### config.mk
export PLATFORM = sky130hd
export DESIGN_NAME = mio_uart_tx
export DESIGN_NICKNAME = d
export VERILOG_FILES = /design/src/rtl/uart_pkg.sv /design/src/rtl/io_fifo.sv /design/src/rtl/mio_uart_tx.sv
export SDC_FILE = /design/constraint.sdc
export NUM_CORES = 1
export LEC_CHECK = 0
export BUFFER_PORTS_ARGS = -buffer_cell sky130_fd_sc_hd__clkbuf_2
export CORE_MARGIN = 10
export CORE_UTILIZATION = 64
export DETAILED_ROUTE_END_ITERATION = 10
export MAX_ROUTING_LAYER = met4
export PLACE_DENSITY = 0.83
export SLEW_MARGIN = 15
export SYNTH_ARGS = -nofsm -noshare
export SYNTH_HDL_FRONTEND = slang
export SYNTH_SLANG_ARGS = --single-unit
### constraint.sdc
create_clock -name clk -period 7.7 [get_ports clk]
set_clock_uncertainty 0.2 [all_clocks]
set_input_delay 0.385 -clock clk [delete_from_list [all_inputs] [get_ports clk]]
set_output_delay 0.385 -clock clk [all_outputs]
set_load 0.03 [all_outputs]
### src/rtl/uart_pkg.sv
// uart_pkg: shared types, register map and status bit positions for the MIO UART.
package uart_pkg;
  typedef enum logic [1:0] {IDLE, START, DATA, STOP} state_t;
  localparam logic REG_TXDATA = 1'b0;
  localparam logic REG_CTRL = 1'b1;
  localparam int ST_EMPTY = 8;
  localparam int ST_FULL = 9;
  localparam int ST_BUSY = 10;
  localparam int ST_OVF = 11;
  localparam int ST_IRQEN = 12;
  function automatic int calc_div(input int clk_hz, input int baud);
    return (clk_hz + baud / 2) / baud;
  endfunction
endpackage

### src/rtl/io_fifo.sv
// io_fifo: synchronous FIFO with pointer-MSB full/empty detection; push refused when full.
module io_fifo #(
  parameter int W = 8,
  parameter int DEPTH = 16
) (
  input  logic                     clk,
  input  logic                     RSTN,
  input  logic                     push,
  input  logic                     pop,
  input  logic [W-1:0]             din,
  output logic [W-1:0]             dout,
  output logic [$clog2(DEPTH):0]   count,
  output logic                     full,
  output logic                     empty
);
  localparam int AW = $clog2(DEPTH);
  logic [W-1:0] mem [DEPTH];
  logic [AW:0] wp, rp;
  logic do_push, do_pop;
  assign do_push = push & ~full;
  assign do_pop = pop & ~empty;
  assign count = wp - rp;
  assign full = count == (AW+1)'(DEPTH);
  assign empty = wp == rp;
  assign dout = mem[rp[AW-1:0]];
  always_ff @(posedge clk or negedge RSTN)
    if (!RSTN) begin
      wp <= '0;
      rp <= '0;
    end else begin
      if (do_push) wp <= wp + 1'b1;
      if (do_pop) rp <= rp + 1'b1;
    end
  always_ff @(posedge clk)
    if (do_push) mem[wp[AW-1:0]] <= din;
endmodule

### src/rtl/mio_uart_tx.sv
// mio_uart_tx: memory-mapped 8N1 UART transmitter with byte FIFO, status word and drain interrupt.
module mio_uart_tx
  import uart_pkg::*;
#(
  parameter int CLK_HZ = 100000000,
  parameter int BAUD = 115200,
  parameter int DEPTH = 16
) (
  input  logic        clk,
  input  logic        RSTN,
  input  logic        we,
  input  logic        addr,
  input  logic [31:0] wdata,
  output logic [31:0] rdata,
  output logic        txd,
  output logic        tx_busy,
  output logic        irq
);
  localparam int DIV = calc_div(CLK_HZ, BAUD);
  localparam int CW = $clog2(DIV);
  localparam int AW = $clog2(DEPTH);
  localparam logic [CW-1:0] DIVM = CW'(DIV - 1);
  state_t state;
  logic [CW-1:0] cnt;
  logic [2:0] idx;
  logic [7:0] shift, dout;
  logic [AW:0] count;
  logic ovf, irq_en, push, pop, full, empty, tick, wr_data, wr_ctrl;
  assign wr_data = we & (addr == REG_TXDATA);
  assign wr_ctrl = we & (addr == REG_CTRL);
  assign push = wr_data;
  assign tick = cnt == '0;
  // Pop either from idle or exactly at the end of a stop bit so frames chain without a gap.
  assign pop = ~empty & ((state == IDLE) | ((state == STOP) & tick));
  assign irq = irq_en & empty & ~tx_busy;
  io_fifo #(.W(8), .DEPTH(DEPTH)) u_fifo (
    .clk(clk), .RSTN(RSTN), .push(push), .pop(pop), .din(wdata[7:0]),
    .dout(dout), .count(count), .full(full), .empty(empty)
  );
  always_ff @(posedge clk or negedge RSTN)
    if (!RSTN) begin
      ovf <= 1'b0;
      irq_en <= 1'b0;
    end else begin
      ovf <= (wr_data & full) | (ovf & ~(wr_ctrl & wdata[1]));
      if (wr_ctrl) irq_en <= wdata[0];
    end
  always_ff @(posedge clk or negedge RSTN)
    if (!RSTN) begin
      state <= IDLE;
      txd <= 1'b1;
      tx_busy <= 1'b0;
      cnt <= '0;
      idx <= '0;
      shift <= '0;
    end else begin
      case (state)
        IDLE:
          if (pop) begin
            shift <= dout;
            cnt <= DIVM;
            txd <= 1'b0;
            tx_busy <= 1'b1;
            state <= START;
          end
        START:
          if (tick) begin
            cnt <= DIVM;
            idx <= '0;
            txd <= shift[0];
            state <= DATA;
          end else cnt <= cnt - 1'b1;
        DATA:
          if (tick) begin
            cnt <= DIVM;
            idx <= idx + 3'd1;
            if (idx == 3'd7) begin
              txd <= 1'b1;
              state <= STOP;
            end else begin
              shift <= shift >> 1;
              txd <= shift[1];
            end
          end else cnt <= cnt - 1'b1;
        STOP:
          if (tick) begin
            if (pop) begin
              shift <= dout;
              cnt <= DIVM;
              txd <= 1'b0;
              state <= START;
            end else begin
              tx_busy <= 1'b0;
              state <= IDLE;
            end
          end else cnt <= cnt - 1'b1;
        default: state <= IDLE;
      endcase
    end
  always_comb begin
    rdata = '0;
    rdata[AW:0] = count;
    rdata[ST_EMPTY] = empty;
    rdata[ST_FULL] = full;
    rdata[ST_BUSY] = tx_busy;
    rdata[ST_OVF] = ovf;
    rdata[ST_IRQEN] = irq_en;
  end
endmodule

==> impl_results.md, run 1 <==
- Largest area contributor in the netlist: edfxtp_1
- Mapped Avg Cell Area: roughly 15 um2
- Critical path class: reg2reg
- WHS Endpoint: ovf
- Worst slew margin: 0.355
- Fmax: slightly above 200 MHz
- Worst hold start: we
- Boundary Pins: approximately 70
- Min cycle time layout: approximately 4.9 ns
- Top-count cell post-synth: edfxtp_1
- Post-CTS Setup Inserts: 0
- Kind of end point of the critical path: flop
- Top cells by count, synth: edfxtp_1 (128), dfrtp_1 (36), nand2_1 (35)
- Switching power: ~1.3 mW
- Initial Util: 0.649
- Worst Setup Start Kind: flop
- Die area: 16,200 um2
- ANT cells: 0
- Final Slew Violations: 0
- Post-synthesis async set-or-reset flop share: 0.224
- Routability cong.: roughly 0.84
- Clock Power Share: 0.252
- Clock root buffer: clkbuf_16
- Top-area cell type share of the netlist area: 0.523
- Worst-path fanout max: 17
- First-pass DRT Iterations: 5
- Setup TNS: 0 ns
- Sequential-to-total area share from yosys stat: 0.649
- P&R area growth vs syn: 11.1%
- Clock tree from TritonCTS: yes
- Die Span X: roughly 130 um
- Comb pwr share: 0.390
- Hold slack: approximately 0.11 ns
- RSZ-0062 raised after global routing: false
- Leak Pwr: just over 3 nW
- Clock sink count: between 150 and 200
- Hold path cells: 4
- Post-synth top flop: edfxtp_1
- Reg clk slew, reported paths: ~0.07 ns
- Final hold vios: 0
- PD cells: between 400 and 500 nW/um2
- Maxcap violations: 0
- Clk_lat worst skew: ~0.43 ns
- # rows: 39
- Die Y-Extent: roughly 130 um
- DR vias/cell: approximately 6.2
- Min-delay worst type: in2reg
- Cell internal pwr: approximately 2.1 mW
- Detailed Place HPWL: around 9300 um
- First-pass GRT wire length: 23,400 um
- Final setup fails: 0
- Crit path DAT: 4.72 ns
- Worst r2r src: u_fifo.rp[2]
- WP data required: 7.55 ns
- Vias: around 4,200
- Global Route Usage Sum: 0.194
- Largest net degree at the start of global routing: 38
- DR iter-0 viols: 404
- Post-synthesis cell area: 7350 um2
- Port Buffers: 24
- Antenna viol nets, final: 0
- R2R Setup Slk: roughly 2.8 ns
- FF-to-FF End: u_fifo.mem[13][5]
- CTS H-tree depth: 4
- Yosys cell types: between 40 and 50
- Reg2reg path depth: 8
- Status: complete, no violations
- Total Wirelength: 14,800 um
- Clk buf depth: 2
- Core box area: approximately 11,000 um2
- Remaining DRCs: 0
- Synth Instances: a little under 500
- Worst vdd ir: between 0.3 and 0.4 mV
- Cts bufs inserted: 17
- Worst slew pin tran: approximately 0.96 ns
- EDFF count, synth: roughly 130
- Share of post-route cells with drive strength above 1: 0.205
- Top post-synthesis cells by area: edfxtp_1 (52%), dfrtp_1 (12%), mux4_2 (9.8%)
- Period utilisation layout: 0.631
- Flop and latch count out of synthesis: between 150 and 200
- Initial antenna violation count: 0
- Vias in the first global route: 4,291
- Warnings from Yosys: 0
- Drt wl/cell: ~22 um
- Seq pwr share: 0.357
- # nets final: around 580
- Sw Share: 0.376
- Global route overflow: 0
-- critical path, stage by stage (launching register included) --
cell and delay (ns):
dfrtp_1 0.59, clkinv_1 0.68, ha_1 0.62, a21oi_1 0.19, nand2_1 0.10, xnor2_1 0.17, a311oi_1 0.84, nand2_1 0.31
nor2_1 0.77
-- logic make-up (layout without fill, tap and decap cells) --
group,after synthesis,count (layout),synth area share
simple gates,111,111,0.0749
fa+ha+maj,18,18,0.0317
mux,44,44,0.115
other cells,1,22,0.000510
buf+inv,66,90,0.0484
xor+xnor,12,12,0.0143
flops,165,165,0.649
compound gates,74,74,0.0657
-- through the flow --
| step | worst slack (ns) | cell area (um2) | total power [mW] | utilization | instances |
|---|---|---|---|---|---|
| 3_3_place_gp | 3.14 | 7550 | 2.45 | 0.667 | 645 |
| 2_1_floorplan | 3.58 | 7420 | 2.21 | - | 512 |
| 4_1_cts | 2.94 | 8160 | 3.37 | 0.721 | 679 |
| 3_5_place_dp | 3.04 | 7550 | 2.51 | 0.667 | 645 |
| 6_report | 2.84 | 8160 | 3.36 | 0.721 | 679 |
| 5_1_grt | 2.59 | 8160 | 3.55 | 0.721 | 679 |
-- cell usage in the layout, fill, tap and decap left out, types with 4 or more instances in the layout --
cell type	instances
conb_1	22
o22a_1	5
nor3_1	13
nor2_1	24
and3_1	9
o21ai_1	4
inv_8	4
xnor2_1	10
a211oi_1	9
inv_1	16
mux2i_1	9
clkbuf_2	24
a21oi_1	28
ha_1	17
dfrtp_1	35
nand4_1	4
edfxtp_1	128
o21ai_0	12
nor3b_1	10
clkbuf_16	17
nand2_1	35
buf_4	15
mux4_2	32
-- cell type report --
| class | count | area (um2) |
|---|---|---|
| clock buffers | 17 | 425 |
| clock inverters | 15 | 169 |
| fillers | 679 | 3160 |
| inverters | 17 | 63.8 |
| multi-input cells | 281 | 2300 |
| flip-flops and latches | 165 | 4770 |
| well taps | 143 | 179 |
| repair buffers | 41 | 253 |
-- flip-flops by register name, indices dropped and copies added, names as in the netlist --
signal	flops
tx_busy	1
u_fifo.mem	128
irq_en	1
u_fifo.wp	5
state	2
ovf	1
idx	3
cnt	10
u_fifo.rp	5
txd	1
shift	8
-- power by group through the flow --
stage               clock network, mW  logic [mW]  registers [mW]
floorplan                           0        1.04            1.17
global placement                    0        1.25            1.20
detailed placement                  0        1.30            1.21
CTS                             0.854        1.32            1.20
global route                    0.892        1.44            1.22
finish                          0.848        1.31            1.20
-- what timing repair did --
action	4_1_cts	5_1_grt
gates resized for setup	0	0
hold buffers	2	0
endpoints found under the hold margin	37	0
setup endpoints to repair	0	0
-- per-layer routing --
layer | global-route usage | vias up | share of wire
met5 | - | - | 0
met4 | 0.0790 | 0 | 0.027
met3 | 0.0562 | 40 | 0.073
met2 | 0.307 | 185 | 0.51
met1 | 0.231 | 2089 | 0.39
li1 | - | 1889 | -
-- worst max-delay path by stage --
| stage | start | endpoint | slack (ns) | depth (start not counted) |
|---|---|---|---|---|
| 3_5_place_dp | u_fifo.rp[2] | u_fifo.mem[13][2] | 3.04 | 8 |
| 2_1_floorplan | u_fifo.rp[2] | u_fifo.mem[8][0] | 3.58 | 8 |
| 3_3_place_gp | u_fifo.rp[2] | u_fifo.mem[12][2] | 3.14 | 8 |
| 5_1_grt | u_fifo.rp[2] | u_fifo.mem[12][0] | 2.59 | 8 |
| 4_1_cts | u_fifo.rp[2] | u_fifo.mem[13][5] | 2.94 | 8 |
| 6_report | u_fifo.rp[2] | u_fifo.mem[13][5] | 2.84 | 8 |
(Power assumes the default switching activity.)
==> inputs of run 2 (changes only) <==
Settings changed: CORE_UTILIZATION 64 to 59, PLACE_DENSITY 0.83 to 0.78.
Clock period 7.7 ns to 4.5 ns, I/O delays scaled along.
==> impl_results.md, run 2 (same netlist as run 1, synthesis figures left out) <==
- Die Y-Extent: 132 um (+3.5%)
- Maxcap violations: 0 (unchanged)
- Crit path DAT: 3.39 ns (-1.33 ns)
- Filler instances: 814 (+20%)
- # nets final: 581 (+0.69%)
- Boundary Pins: 71 (unchanged)
- Core box area: 12,100 um2 (+7.0%)
- Hold slack: 0.0516 ns (-0.0545 ns)
- First-pass DRT Iterations: 4 (-1)
- Most common cell after layout, fill and taps aside: edfxtp_1
- Worst r2r src: u_fifo.wp[0]
- Routability cong.: 0.822 (-1.6%)
- Kind of end point of the critical path: flop
- Min-delay worst type: in2reg
- Reg clk slew, reported paths: 0.06 ns (about the same)
- Number of flip-flops under the largest register name: 128 (unchanged)
- Critical-path cell list: inv_1 -> ha_1 -> fa_1 -> nand2b_1 -> a21oi_1 -> xnor2_1 -> a311oi_1 -> buf_4 -> nand2_1 -> nor2_1
- CTS H-tree depth: 4 (unchanged)
- Critical path's largest stage delay: 0.66 ns (-0.18 ns)
- Share of post-route cells with drive strength above 1: 0.206 (+0.000332)
- P&R area growth vs syn: 12.2%
- Initial antenna violation count: 0 (unchanged)
- Global Route Usage Sum: 0.178 (-0.0160)
- Comb pwr share: 0.384 (-0.006)
- Fmax: 282 MHz (+37%)
- Switching power: 2.10 mW (+66%)
- Final Slew Violations: 0 (unchanged)
- Hold-fix buffers, CTS: 4 (+2)
- CP bufs+invs: 2 (+1)
- Period utilisation layout: 0.787 (+0.156)
- Final setup fails: 0 (unchanged)
- Cts bufs inserted: 17 (unchanged)
- Tot Pwr: 5.79 mW (+72%)
- Clock tree from TritonCTS: yes
- Worst slack, placed: 1.06 ns (-1.98 ns)
- Worst Setup SP: u_fifo.wp[0]
- Critical path class: reg2reg
- Worst hold start: wdata[7]
- RSZ-0062 raised after global routing: false
- Status: complete, no violations
- Worst slew margin: 0.383 (+0.0276)
- Clk_lat worst skew: 0.42 ns (about the same)
- Most frequent cells in the layout: edfxtp_1 (128), nand2_1 (35), dfrtp_1 (35), mux4_2 (32), a21oi_1 (28)
- Min cycle time layout: 3.54 ns (-1.32 ns)
- Detailed Place HPWL: 9340 um (+0.87%)
- Final hold vios: 0 (unchanged)
- Cell internal pwr: 3.68 mW (+76%)
- Antenna viol nets, final: 0 (unchanged)
- Hold path cells: 1 (-3)
- Worst vdd ir: 0.369 mV (+20%)
- DR iter-0 viols: 244 (-40%)
- Leak Pwr: 3.05 nW (+0.84%)
- Post-route core utilization: 0.681 (-0.0402)
- Largest net degree at the start of global routing: 38 (unchanged)
- Cell count along the critical path: 10 (+2)
- Worst Setup Start Kind: flop
- Max stage delay cell, worst path: nor2_1
- Clock root buffer: clkbuf_16
- Vias: 4,149 (-1.3%)
- Drt wl/cell: 20.5 um (-5.8%)
- Post-CTS Setup Inserts: 0 (unchanged)
- Seq pwr share: 0.358 (about the same)
- WP data required: 4.35 ns (-3.20 ns)
- Initial Util: 0.607 (-0.0424)
- Setup TNS: 0 ns (unchanged)
- PD cells: 702 nW/um2 (+70%)
- Total Wirelength: 14,500 um (-1.8%)
- Setup WS post-layout: 0.958 ns (-1.88 ns)
- ANT cells: 0 (unchanged)
- Reg2reg path depth: 10 (+2)
- # rows: 40 (+2.6%)
- Clk buf depth: 2 (unchanged)
- Die Span X: 132 um (+3.5%)
- Post-CTS sizing: 0 (unchanged)
- First-pass GRT wire length: 23,400 um (+0.30%)
- Clock Power Share: 0.258 (+0.006)
- DR vias/cell: 5.86 (-5.3%)
- Port Buffers: 24 (unchanged)
- Clock sink count: 165 (unchanged)
- Worst-path fanout max: 8 (-9)
- Largest delay contributor family on the critical path: simple AND/OR/NAND/NOR gates
- Worst slew pin tran: 0.926 ns (-0.0349 ns)
- Remaining DRCs: 0 (unchanged)
- Sw Share: 0.363 (-0.0130)
- Die area: 17,300 um2 (+7.1%)
- Global route overflow: 0 (unchanged)
- Vias in the first global route: 4,394 (+2.4%)
run 2: cell count changes in the layout (fill, tap and decap cells not counted):
cell / before / now
bufinv_16: 2 / 4
dlygate4sd3_1: 2 / 4
clkinv_2: 2 / 4
clkinvlp_2: 0 / 1
inv_6: 3 / 1
clkinv_1: 2 / 3
buf_4: 15 / 17
inv_8: 4 / 0
run 2: metrics by stage:
| stage | cell area [um2] | instances |
|---|---|---|
| 2_1_floorplan | 7420 | 512 |
| 3_3_place_gp | 7590 | 672 |
| 3_5_place_dp | 7590 | 672 |
| 4_1_cts | 8240 | 708 |
| 5_1_grt | 8240 | 708 |
| 6_report | 8240 | 708 |
run 2: area by class of cell:
class                           count  area (um2)  share of cell area
Tap cell                          168         210              0.0255
Clock inverter                     15         185              0.0225
Inverter                           17        63.8             0.00774
Sequential cell                   165        4770               0.579
Multi-Input combinational cell    281        2300               0.279
Clock buffer                       17         425              0.0516
Timing Repair Buffer               45         288              0.0349
run 2: worst paths after layout:
kind,to,slack (ns)
min reg2reg,u_fifo.rp[4],0.29
max reg2reg,u_fifo.mem[13][6],0.96
min,u_fifo.mem[15][7],0.05
max,u_fifo.mem[13][6],0.96
max in group asynchronous,u_fifo.rp[0],3.20
min in group asynchronous,cnt[6],0.27
run 2: per-layer routing:
layer,vias up,part of all wire,GRT usage
met5,-,0,-
met4,0,0.022,0.0878
met3,25,0.069,0.0457
met2,158,0.51,0.282
met1,2078,0.40,0.209
li1,1888,-,-
run 2: power by group through the flow:
stage	registers, mW	clock network (mW)	logic [mW]
final	2.07	1.49	2.22
after global routing	2.10	1.57	2.45
after CTS	2.07	1.51	2.24
after detailed placement	2.10	0	2.21
after global placement	2.08	0	2.15
after floorplan	2.00	0	1.78
==> inputs of run 3 (changes only) <==
Settings changed: CORE_UTILIZATION 59 to 53, PLACE_DENSITY 0.78 to 0.73.
Clock period 4.5 ns to 3.1 ns, I/O delays scaled along.
==> impl_results.md, run 3 (same netlist as run 1, synthesis figures left out) <==
- Die area: 19,000 um2 (+9.6%)
- # rows: 42 (+5.0%)
- DR iter-0 viols: 266 (+9.0%)
- Initial Util: 0.548 (-0.0583)
- Drt wl/cell: 20.4 um (-0.39%)
- Max stage delay cell, worst path: a311oi_4
- Global route overflow: 0 (unchanged)
- Number of flip-flops under the largest register name: 128 (unchanged)
- Leak Pwr: 3.24 nW (+6.2%)
- Routability cong.: 0.855 (+4.0%)
- Worst Setup Start Kind: flop
- Worst-path fanout max: 8 (unchanged)
- Largest delay contributor family on the critical path: simple AND/OR/NAND/NOR gates
- # nets final: 605 (+4.1%)
- Worst slew pin tran: 0.927 ns (+0.00142 ns)
- Boundary Pins: 71 (unchanged)
- Largest net degree at the start of global routing: 38 (unchanged)
- Port Buffers: 24 (unchanged)
- Maxcap violations: 0 (unchanged)
- Final Slew Violations: 0 (unchanged)
- Die Span X: 138 um (+4.7%)
- Vias in the first global route: 4,234 (-3.6%)
- Most frequent cells in the layout: edfxtp_1 (128), dfrtp_1 (35), nand2_1 (32), mux4_2 (32), buf_4 (29)
- Cts bufs inserted: 17 (unchanged)
- Antenna viol nets, final: 0 (unchanged)
- Clock sink count: 165 (unchanged)
- Clock root buffer: clkbuf_16
- Initial antenna violation count: 0 (unchanged)
- Period utilisation layout: 0.983 (+0.196)
- Min-delay worst type: in2reg
- Total Wirelength: 15,100 um (+4.1%)
- CTS H-tree depth: 4 (unchanged)
- Crit path DAT: 2.98 ns (-0.41 ns)
- Core box area: 13,400 um2 (+11%)
- Share of post-route cells with drive strength above 1: 0.280 (+0.0746)
- Tot Pwr: 8.80 mW (+52%)
- Kind of end point of the critical path: flop
- Most common cell after layout, fill and taps aside: edfxtp_1
- PD cells: 1010 nW/um2 (+43%)
- CP bufs+invs: 2 (unchanged)
- Worst vdd ir: 1.01 mV (+170%)
- P&R area growth vs syn: 18.9%
- RSZ-0062 raised after global routing: true
- ANT cells: 0 (unchanged)
- WP data required: 3.03 ns (-1.32 ns)
- Reg clk slew, reported paths: 0.07 ns (about the same)
- Worst slew margin: 0.382 (-0.000947)
- Status: complete, no violations
- Clk_lat worst skew: 0.42 ns (about the same)
- Vias: 4,239 (+2.2%)
- Detailed Place HPWL: 9910 um (+6.2%)
- Clk buf depth: 2 (unchanged)
- Die Y-Extent: 138 um (+4.7%)
- Hold slack: 0.0152 ns (-0.0364 ns)
- Min cycle time layout: 3.05 ns (-0.493 ns)
- Critical-path cell list: inv_2 -> ha_4 -> fa_2 -> nand2b_4 -> a21oi_4 -> xnor2_4 -> a311oi_4 -> nand2_2 -> nor3b_4 -> buf_12
- First-pass GRT wire length: 23,600 um (+0.71%)
- Final hold vios: 0 (unchanged)
- Critical path's largest stage delay: 0.42 ns (-0.24 ns)
- Fmax: 328 MHz (+16%)
- Global Route Usage Sum: 0.171 (-0.00691)
- Remaining DRCs: 0 (unchanged)
- Post-route core utilization: 0.652 (-0.0289)
- Final setup fails: 0 (unchanged)
- Critical path class: reg2reg
- Clock tree from TritonCTS: yes
- First-pass DRT Iterations: 4 (unchanged)
- DR vias/cell: 5.73 (-2.2%)
-- run 3: cell count changes in the layout (fill, tap and decap cells not counted), moves of 4 or more --
cell / change
clkinv_2: -4
nor3_1: -4
buf_12: +7
inv_6: +4
bufinv_16: -4
buf_4: +12
nor3b_1: -8
nor3_4: +4
dlygate4sd3_1: +5
nor3b_4: +8
-- run 3: final timing paths --
| kind | from | end | slack, ns | depth (start not counted) |
|---|---|---|---|---|
| worst max-delay path | u_fifo.wp[0] | u_fifo.mem[4][4] | 0.05 | 10 |
| worst min-delay path | wdata[0] | u_fifo.mem[1][0] | 0.02 | 1 |
| worst max register to register | u_fifo.wp[0] | u_fifo.mem[4][4] | 0.05 | 10 |
| worst min register to register | u_fifo.wp[4] | u_fifo.wp[4] | 0.30 | 1 |
| max in group asynchronous | RSTN | u_fifo.rp[0] | 1.86 | 2 |
| min in group asynchronous | RSTN | cnt[1] | 0.20 | 2 |
-- run 3: per-stage QoR --
stage | setup TNS (ns) | cell area (um2) | setup WS (ns) | instances
6_report | 0 | 8730 | 0.0512 | 740
5_1_grt | -0.358 | 8730 | -0.0471 | 740
4_1_cts | 0 | 8720 | 0.00172 | 739
3_5_place_dp | 0 | 8080 | 0.0231 | 698
3_3_place_gp | 0 | 8080 | 0.109 | 698
2_1_floorplan | -1.65 | 7690 | -0.0427 | 512
-- run 3: layer usage --
metal  vias to the layer above  track usage  wire length [um]
li1                       1947            -                 -
met2                       119        0.264              7550
met5                         -            -                 0
met3                        13       0.0539               923
met4                         0       0.0504               178
met1                      2160        0.215              6430
-- run 3: area by class of cell --
type,count,area (um2)
flip-flops and latches,165,4770
fillers,930,4670
multi-input cells,281,2560
repair buffers,69,568
clock buffers,19,433
well taps,176,220
clock inverters,13,113
inverters,17,67.6
-- run 3: where the power goes --
part           internal, mW  leakage (nW)  switching (mW)
sequential             2.71          1.60           0.188
combinational          1.65          1.37            2.33
clock                  1.05         0.265           0.878
total                  5.41          3.24            3.39
-- run 3: what timing repair did --
item / CTS / global route
endpoints found under the setup margin: 0 / 58
setup buffers: 0 / 1
resized for setup: 0 / 2
endpoints found under the hold margin: 105 / 0
hold buffers: 9 / 0
